==> config.mk <==
export PLATFORM = sky130hd
export DESIGN_NAME = load_store_unit
export DESIGN_NICKNAME = d
export VERILOG_FILES = /design/src/rtl/rv32_mem_pkg.sv /design/src/rtl/lsu_align.sv /design/src/rtl/load_store_unit.sv
export SDC_FILE = /design/constraint.sdc
export NUM_CORES = 1
export LEC_CHECK = 0
export BUFFER_PORTS_ARGS = -buffer_cell sky130_fd_sc_hd__buf_2
export CAP_MARGIN = 20
export CELL_PAD_IN_SITES_DETAIL_PLACEMENT = 1
export CELL_PAD_IN_SITES_GLOBAL_PLACEMENT = 1
export CORE_ASPECT_RATIO = 0.9
export CORE_MARGIN = 2
export CORE_UTILIZATION = 37
export DETAILED_ROUTE_END_ITERATION = 8
export PLACE_DENSITY_LB_ADDON = 0.2
export SLEW_MARGIN = 20
export SYNTH_ARGS = -nofsm -noshare
export SYNTH_HDL_FRONTEND = slang
export SYNTH_SLANG_ARGS = --single-unit
export TNS_END_PERCENT = 1
==> constraint.sdc <==
create_clock -name clk -period 6.9 [get_ports clk]
set_clock_uncertainty 0.2 [all_clocks]
set_input_delay 1.38 -clock clk [delete_from_list [all_inputs] [get_ports clk]]
set_output_delay 1.38 -clock clk [all_outputs]
set_load 0.02 [all_outputs]
==> src/rtl/rv32_mem_pkg.sv <==
// Shared definitions for the RV32I load/store path: funct3 codes,
// load/store unit state encoding and access-size decode.
package rv32_mem_pkg;

   localparam logic [2:0] F3_B  = 3'd0;
   localparam logic [2:0] F3_H  = 3'd1;
   localparam logic [2:0] F3_W  = 3'd2;
   localparam logic [2:0] F3_BU = 3'd4;
   localparam logic [2:0] F3_HU = 3'd5;

   typedef enum logic [1:0] {
      IDLE = 2'd0,
      WAIT = 2'd1,
      RESP = 2'd2
   } lsu_state_t;

   typedef enum logic [1:0] {
      SZ_BYTE = 2'd0,
      SZ_HALF = 2'd1,
      SZ_WORD = 2'd2,
      SZ_BAD  = 2'd3
   } acc_size_t;

   // funct3[1:0] encodes the access width for both loads and stores
   function automatic acc_size_t f3_size(input logic [2:0] funct3);
      return acc_size_t'(funct3[1:0]);
   endfunction

endpackage

==> src/rtl/lsu_align.sv <==
// Combinational lane logic for the load/store unit: byte enables,
// lane-replicated store data, load extract/extend and access legality.
module lsu_align
   import rv32_mem_pkg::*;
(
   input  logic        we,
   input  logic [2:0]  funct3,
   input  logic [1:0]  offset,
   input  logic [31:0] wdata,
   input  logic [31:0] rdata,
   output logic [3:0]  be,
   output logic [31:0] lane_wdata,
   output logic [31:0] load_data,
   output logic        bad
);

   acc_size_t   size;
   logic        illegal;
   logic        misaligned;
   logic [7:0]  byte_sel;
   logic [15:0] half_sel;

   assign size = f3_size(funct3);

   // byte enables per size, store data replicated across all lanes
   always_comb begin
      be         = '0;
      lane_wdata = '0;
      case (size)
         SZ_BYTE: begin
            be         = 4'b0001 << offset;
            lane_wdata = {4{wdata[7:0]}};
         end
         SZ_HALF: begin
            be         = 4'b0011 << offset;
            lane_wdata = {2{wdata[15:0]}};
         end
         SZ_WORD: begin
            be         = 4'b1111;
            lane_wdata = wdata;
         end
         default: ;
      endcase
      if (!we) lane_wdata = '0;
   end

   // illegal funct3 and natural-alignment check
   always_comb begin
      if (we) illegal = !(funct3 inside {F3_B, F3_H, F3_W});
      else    illegal = !(funct3 inside {F3_B, F3_H, F3_W, F3_BU, F3_HU});
      misaligned = ((size == SZ_HALF) && offset[0]) ||
                   ((size == SZ_WORD) && (offset != 2'b00));
      bad = illegal || misaligned;
   end

   // pick the addressed byte/half from the read word and extend it
   always_comb begin
      byte_sel  = 8'(rdata >> {offset, 3'b000});
      half_sel  = 16'(rdata >> {offset[1], 4'b0000});
      load_data = '0;
      case (size)
         SZ_BYTE: load_data = {{24{byte_sel[7] & ~funct3[2]}}, byte_sel};
         SZ_HALF: load_data = {{16{half_sel[15] & ~funct3[2]}}, half_sel};
         SZ_WORD: load_data = rdata;
         default: ;
      endcase
   end

endmodule

==> src/rtl/load_store_unit.sv <==
// Memory stage: takes the ALU effective address plus rs2/funct3, runs one
// req/ack bus access at a time and returns an extended load value or store
// completion, flagging misaligned, illegal-funct3 and timed-out accesses.
module load_store_unit
   import rv32_mem_pkg::*;
#(
   parameter int unsigned TIMEOUT_CYCLES = 16
) (
   input  logic        clk,
   input  logic        rst,
   input  logic        req_valid,
   output logic        req_ready,
   input  logic        req_we,
   input  logic [2:0]  req_funct3,
   input  logic [31:0] req_addr,
   input  logic [31:0] req_wdata,
   input  logic [4:0]  req_rd,
   output logic        mem_req,
   output logic        mem_we,
   output logic [31:0] mem_addr,
   output logic [3:0]  mem_be,
   output logic [31:0] mem_wdata,
   input  logic        mem_ack,
   input  logic [31:0] mem_rdata,
   output logic        resp_valid,
   output logic [31:0] resp_data,
   output logic [4:0]  resp_rd,
   output logic        resp_err
);

   localparam int unsigned CW = (TIMEOUT_CYCLES < 2) ? 1 : $clog2(TIMEOUT_CYCLES + 1);

   lsu_state_t    state;
   logic [CW-1:0] wait_cnt;
   logic [2:0]    cap_funct3;
   logic [1:0]    cap_offset;
   logic          sel_we;
   logic [2:0]    sel_funct3;
   logic [1:0]    sel_offset;
   logic [3:0]    al_be;
   logic [31:0]   al_wdata;
   logic [31:0]   al_load;
   logic          al_bad;
   logic          timed_out;

   // IDLE decodes the incoming request; WAIT decodes the captured access
   always_comb begin
      if (state == IDLE) begin
         sel_we     = req_we;
         sel_funct3 = req_funct3;
         sel_offset = req_addr[1:0];
      end else begin
         sel_we     = mem_we;
         sel_funct3 = cap_funct3;
         sel_offset = cap_offset;
      end
   end

   lsu_align u_align (
      .we         (sel_we),
      .funct3     (sel_funct3),
      .offset     (sel_offset),
      .wdata      (req_wdata),
      .rdata      (mem_rdata),
      .be         (al_be),
      .lane_wdata (al_wdata),
      .load_data  (al_load),
      .bad        (al_bad)
   );

   // this WAIT cycle is the TIMEOUT_CYCLES-th without an ack
   assign timed_out = (TIMEOUT_CYCLES != 0) &&
                      ((wait_cnt + CW'(1)) == CW'(TIMEOUT_CYCLES));

   // access FSM with registered bus and response outputs
   always_ff @(posedge clk) begin
      if (rst) begin
         state      <= IDLE;
         req_ready  <= 1'b1;
         mem_req    <= 1'b0;
         mem_we     <= 1'b0;
         mem_addr   <= '0;
         mem_be     <= '0;
         mem_wdata  <= '0;
         resp_valid <= 1'b0;
         resp_data  <= '0;
         resp_rd    <= '0;
         resp_err   <= 1'b0;
         wait_cnt   <= '0;
         cap_funct3 <= '0;
         cap_offset <= '0;
      end else begin
         case (state)
            IDLE: begin
               if (req_valid && req_ready) begin
                  cap_funct3 <= req_funct3;
                  cap_offset <= req_addr[1:0];
                  resp_rd    <= req_rd;
                  req_ready  <= 1'b0;
                  wait_cnt   <= '0;
                  if (al_bad) begin
                     state      <= RESP;
                     resp_valid <= 1'b1;
                     resp_err   <= 1'b1;
                     resp_data  <= '0;
                  end else begin
                     state     <= WAIT;
                     mem_req   <= 1'b1;
                     mem_we    <= req_we;
                     mem_addr  <= {req_addr[31:2], 2'b00};
                     mem_be    <= al_be;
                     mem_wdata <= al_wdata;
                  end
               end
            end
            WAIT: begin
               if (mem_ack) begin
                  state      <= RESP;
                  mem_req    <= 1'b0;
                  resp_valid <= 1'b1;
                  resp_err   <= 1'b0;
                  resp_data  <= mem_we ? '0 : al_load;
               end else if (timed_out) begin
                  state      <= RESP;
                  mem_req    <= 1'b0;
                  resp_valid <= 1'b1;
                  resp_err   <= 1'b1;
                  resp_data  <= '0;
               end else begin
                  wait_cnt <= wait_cnt + CW'(1);
               end
            end
            RESP: begin
               state      <= IDLE;
               resp_valid <= 1'b0;
               req_ready  <= 1'b1;
            end
            default: begin
               state      <= IDLE;
               mem_req    <= 1'b0;
               resp_valid <= 1'b0;
               req_ready  <= 1'b1;
            end
         endcase
      end
   end

endmodule

After elaboration in Yosys (flattened, before gate mapping). Cells that the tools add are included.

Logic and storage cells: 99. Register bits: 120. Output and inout port bits: 110. Input port bits: 109.

Equal/unequal tests: 15. Add/sub/neg operators: 1. Bitwise logic cells: 6. Mux-type cells: 37. Reduce and logical (&&, ||, !) cells: 22. Shifts and indexed selects: 4.

Operator list (count): two-way mux 32 bit (6); case mux 32 bit (3 select lines) (2); case mux 32 bit (2 select lines) (1); right shift 32 x 5 -> 16 bit (1); right shift 32 x 5 -> 8 bit (1); two-way mux 5 bit (3); two-way mux 1 bit (12); case mux 4 bit (3 select lines) (1); AND reduction 4 bit (3); two-way mux 2 bit (5); case mux 5 bit (2 select lines) (1); inequality test 2 bit (second input constant) (4); equality test 3 bit (second input constant) (2); case mux 1 bit (2 select lines) (3); AND reduction 2 bit (3); AND reduction 3 bit (2); adder 5 x 1 -> 5 bit (second input constant) (1); equality test 5 bit (second input constant) (1); nonzero test 5 bit (1); equality test 2 x 1 -> 1 bit (second input constant) (2); equality test 2 bit (second input constant) (2); logical NOT 2 bit (2); inverter 1 bit (4); case mux 2 bit (2 select lines) (1); 15 further kinds (21).

Longest topological paths before layout. Gate-level depths: netlist of the first run.

Depth after elaboration: 10. Gate-level depth with buffers: 10. Depth with buffers taken out: 6.

By module. Synthesis of the first run repeated with hierarchy kept, for this count alone.

Cell total of the unflattened synthesis: 722. Area total of the unflattened synthesis: 5820.6 sq um.

Modules (own cells, without submodules): load_store_unit (cells each 477, area each 4301.6 sq um, seq. area each 2402.3 sq um, instances 1); lsu_align (cells each 245, area each 1519.0 sq um, seq. area each 0.0 sq um, instances 1).

Least setup slack after synthesis of the first run. Ideal clock, no wire load.

Path type: input to register. From: input req_addr[1]. To: register resp_data[21]. Path buffers: 2. Path slack: 3628 ps. Library setup time: 122 ps. Stages on the path: 7. Arrival time: 2950 ps. Cell sequence: clkbuf_1 > mux2i_2 > nand2b_1 > a41o_1 > a21oi_4 > buf_6 > a221o_1.

Cells in the longest elaborated chain, start to end: 7. Elaborated cells on any way between the ends: 15. Classes of those cells: eq/ne (1); shift (2); mux (5); bitwise (2); reduce/logical (5).

RTL lines: start, declared (line load_store_unit.sv:15) `input logic [31:0] req_addr,`; two-way mux 2 bit * (line load_store_unit.sv:48) `if (state == IDLE) begin`; right shift 32 x 5 -> 16 bit, or another cell as far along (line lsu_align.sv:59) `half_sel = 16'(rdata >> {offset[1], 4'b0000});`; bitwise AND 1 bit, or another cell as far along (line lsu_align.sv:63) `SZ_HALF: load_data = {{16{half_sel[15] & ~funct3[2]}}, half_sel};`; case mux 32 bit (3 select lines) or logical OR 1 bit (tied branches) (line lsu_align.sv:61, lsu_align.sv:51); two-way mux 32 bit or logical OR 1 bit (tied branches) (line load_store_unit.sv:122, lsu_align.sv:53); two-way mux 32 bit or inequality test 2 bit (tied branches); case mux 32 bit (2 select lines) or AND reduction 4 bit (tied branches); end signal, assigned (line load_store_unit.sv:122) `resp_data <= mem_we ? '0 : al_load;`; end, declared (line load_store_unit.sv:26) `output logic [31:0] resp_data,`.

Mark *: on every way between the ends. The rest lies on a longest branch, timed or not. A chain may end at the register's enable or synchronous reset.

Final worst setup path of the first run.
From: input req_funct3[0]. To: register mem_wdata[16].

Cells in the longest elaborated chain, start to end: 8. Elaborated cells on any way between the ends: 22. Classes of those cells: eq/ne (6); mux (4); bitwise (1); reduce/logical (11).

RTL lines: start, declared (line load_store_unit.sv:14) `input logic [2:0] req_funct3,`; two-way mux 3 bit * (line load_store_unit.sv:48); equality test 3 x 1 -> 1 bit, or another cell as far along (line lsu_align.sv:49, lsu_align.sv:50); nonzero test 5 bit or nonzero test 3 bit (tied branches) (line lsu_align.sv:50, lsu_align.sv:49); logical NOT 1 bit (on tied branches) (line lsu_align.sv:50, lsu_align.sv:49); two-way mux 1 bit (line lsu_align.sv:49) `if (we) illegal = !(funct3 inside {F3_B, F3_H, F3_W});`; logical OR 1 bit (line lsu_align.sv:53) `bad = illegal || misaligned;`; inverter 1 bit (no line); AND reduction 3 bit (no line); end signal, assigned (line load_store_unit.sv:112) `mem_wdata <= al_wdata;`; end, declared (line load_store_unit.sv:22) `output logic [31:0] mem_wdata,`.

Marked as above.

==> results of run 1 <==
[through the flow]
stage	total power, mW	std cells	cell area (um2)	util	hold slack [ps]
after global routing	2.44	1013	7010	0.501	274
after global placement	1.42	979	6400	0.457	235
after floorplan	1.24	618	5290	-	259
final	2.32	1013	7010	0.501	254
after detailed placement	1.44	980	6420	0.458	245
after CTS	2.34	1012	7010	0.500	255
[power by group through the flow]
stage / combinational [mW] / clock, mW / sequential (mW)
detailed placement: 0.616 / 0 / 0.825
floorplan: 0.355 / 0 / 0.884
CTS: 0.621 / 0.904 / 0.811
global route: 0.681 / 0.935 / 0.820
global placement: 0.595 / 0 / 0.821
finish: 0.621 / 0.889 / 0.812
[routing by layer]
metal	wire, um	track usage	share of wire
met5	0	0	0
met4	387	0.0820	0.021
met3	1220	0.0712	0.065
met2	9260	0.402	0.49
met1	7840	0.304	0.42
[how the worst min path moves through the flow]
stage / depth (start not counted) / slack, ps / start / endpoint
after floorplan: 2 / 260 / cap_funct3[2]$_SDFFE_PP0P_ / cap_funct3[2]$_SDFFE_PP0P_
after global placement: 2 / 240 / mem_wdata[4]$_SDFFE_PP0P_ / mem_wdata[4]$_SDFFE_PP0P_
after detailed placement: 1 / 240 / resp_data[7]$_SDFFE_PP0P_ / resp_data[7]$_SDFFE_PP0P_
after CTS: 2 / 250 / resp_rd[3]$_SDFFE_PP0P_ / resp_rd[3]$_SDFFE_PP0P_
after global routing: 2 / 270 / resp_rd[0]$_SDFFE_PP0P_ / resp_rd[0]$_SDFFE_PP0P_
final: 2 / 250 / mem_wdata[7]$_SDFFE_PP0P_ / mem_wdata[7]$_SDFFE_PP0P_
[worst register-to-register path, cell delays in order (launching register included)]
cell and delay [ps]:
dfxtp_1 480, nor2_4 510, mux2i_1 940, nor2b_1 800, a22oi_1 170, or3_1 370
a21oi_1 120
[flip-flops by register name, summed over array words and instances, names as in the netlist]
signal      count
state           2
resp_err        1
cap_offset      2
mem_be          4
mem_addr       30
mem_req         1
mem_we          1
mem_wdata      32
resp_data      32
resp_rd         5
wait_cnt        5
cap_funct3      3
resp_valid      1
req_ready       1
[cells in the final DEF (no fill, tap or decap), types with 7 or more instances in the layout]
cell,count
a211o_1,8
a21oi_1,63
a221o_1,16
a221oi_1,14
a22oi_1,26
buf_2,216
clkbuf_16,17
dfxtp_1,120
mux2_2,8
mux2i_1,11
nand2_1,108
nand3_1,13
nand3b_1,18
nor2_1,46
nor3_1,16
o21ai_1,18
o2bb2ai_1,7
[cell families after synthesis]
group                      share of synthesized area
and+or+nand+nor                                0.209
AOI/OAI and AO/OA                              0.242
DFF                                            0.454
buffers and inverters                         0.0487
muxes                                         0.0424
adders and majority gates                    0.00237
other                                       0.000709
[layout make-up]
cell class | instances | area, um2 | area share
antenna | 1 | 2.50 | 0.000357
clock buffer | 21 | 440 | 0.0628
clock inverter | 11 | 146 | 0.0209
inverter | 5 | 18.8 | 0.00268
multi-input combinational | 443 | 2650 | 0.378
sequential | 120 | 2400 | 0.343
tap | 193 | 241 | 0.0344
timing repair buffer | 219 | 1110 | 0.158
==> flow_summary.json, run 1 <==
{
  "slew_viol_final": 0,
  "rsz0062_at_grt": "no",
  "fin_crit_sh": 0.535,
  "cts-htree-levels": 4,
  "ant_nets": 0,
  "coreArea_um2": 14000,
  "cp-end-kind": "flip-flop",
  "synth_area_leader_cell": "dfxtp_1",
  "rr_endpoint": "mem_wdata[16]$_SDFFE_PP0P_",
  "r2r_cells": 6,
  "place_ws_ps": 2860,
  "drt_first_pass_iters": 4,
  "leakagePower_nw": 3.13,
  "place_congestion": 0.891,
  "status": "completed",
  "crit_arrival_ps": 3830,
  "p_switching_uw": 784,
  "reg2reg_slack_ps": 3230,
  "io_pins": 219,
  "drt_wl_total_mm": 18.7,
  "viasPerCell": 5.42,
  "fmax_ghz": 0.271,
  "tightestPinTransition_ps": 1060,
  "die_height_um": 117,
  "crit_start": "req_funct3[0]",
  "drc": 0,
  "cts-root-buf": "clkbuf_16",
  "combPwrFrac": 0.268,
  "fin_setup_tns_ps": 0,
  "fp.dieArea_um2": 15300,
  "critPathLaunchType": "input pin",
  "synthTopCellsByCount": "120 x dfxtp_1, 108 x nand2_1, 63 x a21oi_1, 46 x nor2_1, 28 x clkbuf_1",
  "initial_utilization": 0.378,
  "grt_max_degree": 92,
  "rows": 41,
  "ys_top_cells_by_area": "dfxtp_1 45%, nand2_1 7.7%, a21oi_1 6.0%",
  "syn-cell-area_um2": 5290,
  "avgRoutedWirePerCell_um": 18.5,
  "synth_edf_count": 0,
  "cp_slowest_cell": "mux2i_1",
  "pwr_density_cell_nw_per_um2": 331,
  "numCtsBuffers": 17,
  "hold_path_class": "flip-flop to flip-flop",
  "drtIter0Drc": 347,
  "intPower_mw": 1.54,
  "crit_type": "input pin to flip-flop",
  "overflow": 0,
  "place_hpwl_mm": 13.5,
  "clkPwrFrac": 0.383,
  "synth_most_common_cell": "dfxtp_1",
  "die_w_um": 130,
  "seq_power_share": 0.350,
  "drive_gt1_frac": 0.333,
  "clock_latency_ps": 420,
  "path_cells": "buf_2 -> mux2i_1 -> nor2b_1 -> a22oi_1 -> or3_1 -> a21oi_1",
  "cts_buffer_depth": 2,
  "cpPeakStageDelay_ps": 840,
  "min_period_ps": 3690,
  "hold_viol": 0,
  "cts_tree": "done",
  "postSynthAreaPerCell_um2": 8.57,
  "area_growth_pct": 32.6,
  "antenna_found_initial": 1,
  "cts_setup_buffers": 0,
  "grt_pass1_wl_mm": 29.5,
  "cp_max_fo": 12,
  "num-fill-cells": 1754,
  "grt_pass1_vias": 5620,
  "synth_top_flop_cell": "dfxtp_1",
  "cts_hold_buf": 0,
  "relSlewSlack": 0.274,
  "cp-endpoint": "mem_wdata[16]$_SDFFE_PP0P_",
  "yosys_warnings": 0,
  "io_buffer_count": 216,
  "path_clk_slew_ps": 60,
  "peakVddDrop_mv": 0.194,
  "ys_ff_latch": 120,
  "fin_ws_ps": 3210,
  "post_cts_resized": 0,
  "via_count": 5487,
  "grt_usage": 0.244,
  "path_delay_family": "simple AND/OR/NAND/NOR gates",
  "nets": 916,
  "drv_cap": 0,
  "path_depth": 6,
  "swShare": 0.338,
  "synth-seq-area-share": 0.454,
  "cts.sinks": 120,
  "synthCells": 617,
  "critPathRequiredTime_ps": 7030,
  "ys_async_sr_fraction": 0,
  "crit_buf_inv": 1,
  "synth_top_area_share": 0.454,
  "synth_cell_type_count": 59,
  "r2r_start": "state[1]$_SDFFE_PP0P_",
  "setup_viol_count_final": 0
}
(Power assumes the default switching activity.)
==> inputs of run 2 (changes only) <==
- CORE_UTILIZATION: 37 -> 34
- clock period: 6.9 -> 3.7 ns (I/O delays scaled with it)
==> run 2 against run 1 <==
Die area rose by 8.5%. Total power rose by 86%. Sequential share of layout area fell by 0.28 points. Worst hold slack got worse by 4.7 ps. Sequential cell count did not move. Critical path depth rose by 1. Largest power group unchanged. First-iteration DRC count fell by 33%. Final cell count rose by 1.7%. Global-route usage fell by 1.7 points. Highest routed layer unchanged. Core utilization fell by 4.0 points. Count of clock-buffer cells in the layout fell by 4. Clock power rose by 83%.
==> flow_summary.json, run 2 (synthesis results as in run 1) <==
{
  "crit_type": "flip-flop to flip-flop",
  "placedCellCount": 998,
  "drtIter0Drc": 233,
  "ant_nets": 0,
  "clock_latency_ps": 420,
  "drt_first_pass_iters": 4,
  "instances_no_fill": 1030,
  "relSlewSlack": 0.462,
  "numCtsBuffers": 17,
  "io_pins": 219,
  "place_ws_ps": 710,
  "path_clk_slew_ps": 60,
  "io_buffer_count": 216,
  "drc": 0,
  "power_mw": 4.32,
  "antenna_found_initial": 0,
  "tightestPinTransition_ps": 807,
  "drv_cap": 0,
  "multiInputGateArea_um2": 2650,
  "min_period_ps": 2980,
  "holdWs_ps": 250,
  "top_regs": "mem_wdata x32, resp_data x32, mem_addr x30",
  "area_growth_pct": 33.7,
  "fp.dieArea_um2": 16600,
  "drive_gt1_frac": 0.344,
  "slew_viol_final": 0,
  "final_cell_mix": "216 x buf_2, 120 x dfxtp_1, 108 x nand2_1, 63 x a21oi_1, 46 x nor2_1",
  "antenna_cells": 0,
  "setup_viol_count_final": 0,
  "leakagePower_nw": 3.17,
  "coreArea_um2": 15300,
  "pwr_density_cell_nw_per_um2": 611,
  "grt_pass1_wl_mm": 29.3,
  "cts_buffer_depth": 2,
  "cts_hold_buf": 0,
  "grt_usage": 0.227,
  "via_count": 5447,
  "fin_ws_ps": 716,
  "fin_setup_tns_ps": 0,
  "num-fill-cells": 1875,
  "status": "completed",
  "cp_max_fo": 29,
  "regArea_um2": 2400,
  "fmax_ghz": 0.335,
  "overflow": 0,
  "grt_max_degree": 64,
  "nets": 925,
  "die_height_um": 122,
  "hold_viol": 0,
  "initial_utilization": 0.345,
  "cts-htree-levels": 4,
  "crit_arrival_ps": 3130,
  "cts.sinks": 120,
  "drt_wl_total_mm": 19.0,
  "cts_tree": "done",
  "grt_pass1_vias": 5710,
  "avgRoutedWirePerCell_um": 18.4,
  "place_congestion": 0.922,
  "hold_path_class": "flip-flop to flip-flop",
  "die_w_um": 135,
  "viasPerCell": 5.29,
  "cts-root-buf": "clkbuf_16",
  "mostFrequentLayoutCell": "buf_2",
  "rows": 43,
  "cp-end-kind": "flip-flop",
  "place_hpwl_mm": 13.7,
  "fin_crit_sh": 0.806,
  "rsz0062_at_grt": "no",
  "peakVddDrop_mv": 0.381,
  "cts_setup_buffers": 0,
  "critPathLaunchType": "flip-flop",
  "post_cts_resized": 0,
  "critPathRequiredTime_ps": 3840
}
==> run 2: cell types whose count changed in the layout (fill, tap and decap cells not counted), moves of 2 or more <==
cell,delta
buf_4,+10
clkbuf_1,-4
clkinv_4,+3
clkinvlp_4,+2
==> run 2: worst max-delay path, cell delays in order, from the launching register on <==
cell     delay [ps]
dfxtp_1         690
nor2_4          210
or3_1           410
a21oi_4         240
o21a_2          490
buf_4           400
nand2_1         120
a21oi_1         140
==> run 2: routing by layer <==
layer / share of wire / global-route usage / vias up
met1: 0.43 / 0.277 / 2657
met5: 0 / 0 / -
met2: 0.49 / 0.378 / 154
met3: 0.062 / 0.0727 / 16
li1: - / - / 2620
met4: 0.013 / 0.0846 / 0
==> run 2: path summary, 6_finish.rpt <==
check	depth (start not counted)	start	slack (ps)	to
max	7	state[1]$_SDFFE_PP0P_	720	mem_addr[27]$_SDFFE_PP0P_
min	2	mem_wdata[5]$_SDFFE_PP0P_	250	mem_wdata[5]$_SDFFE_PP0P_
max reg2reg	7	state[1]$_SDFFE_PP0P_	720	mem_addr[27]$_SDFFE_PP0P_
min reg2reg	2	mem_wdata[5]$_SDFFE_PP0P_	250	mem_wdata[5]$_SDFFE_PP0P_
==> run 2: layout make-up <==
type | instances | area share
flip-flops and latches | 120 | 0.340
well taps | 202 | 0.0357
inverters | 5 | 0.00265
clock inverters | 15 | 0.0218
repair buffers | 228 | 0.166
clock buffers | 17 | 0.0602
multi-input cells | 443 | 0.374
==> run 2: power by group <==
group	total, mW	internal, mW	leakage, nW	switching [mW]
sequential	1.51	1.42	0.974	0.0909
combinational	1.17	0.406	1.92	0.768
clock	1.63	0.990	0.275	0.642
==> run 2: per-stage QoR <==
| stage | utilization | cell area, um2 |
|---|---|---|
| 2_1_floorplan | - | 5290 |
| 3_3_place_gp | 0.423 | 6490 |
| 3_5_place_dp | 0.423 | 6490 |
| 4_1_cts | 0.461 | 7070 |
| 5_1_grt | 0.461 | 7070 |
| 6_report | 0.461 | 7070 |
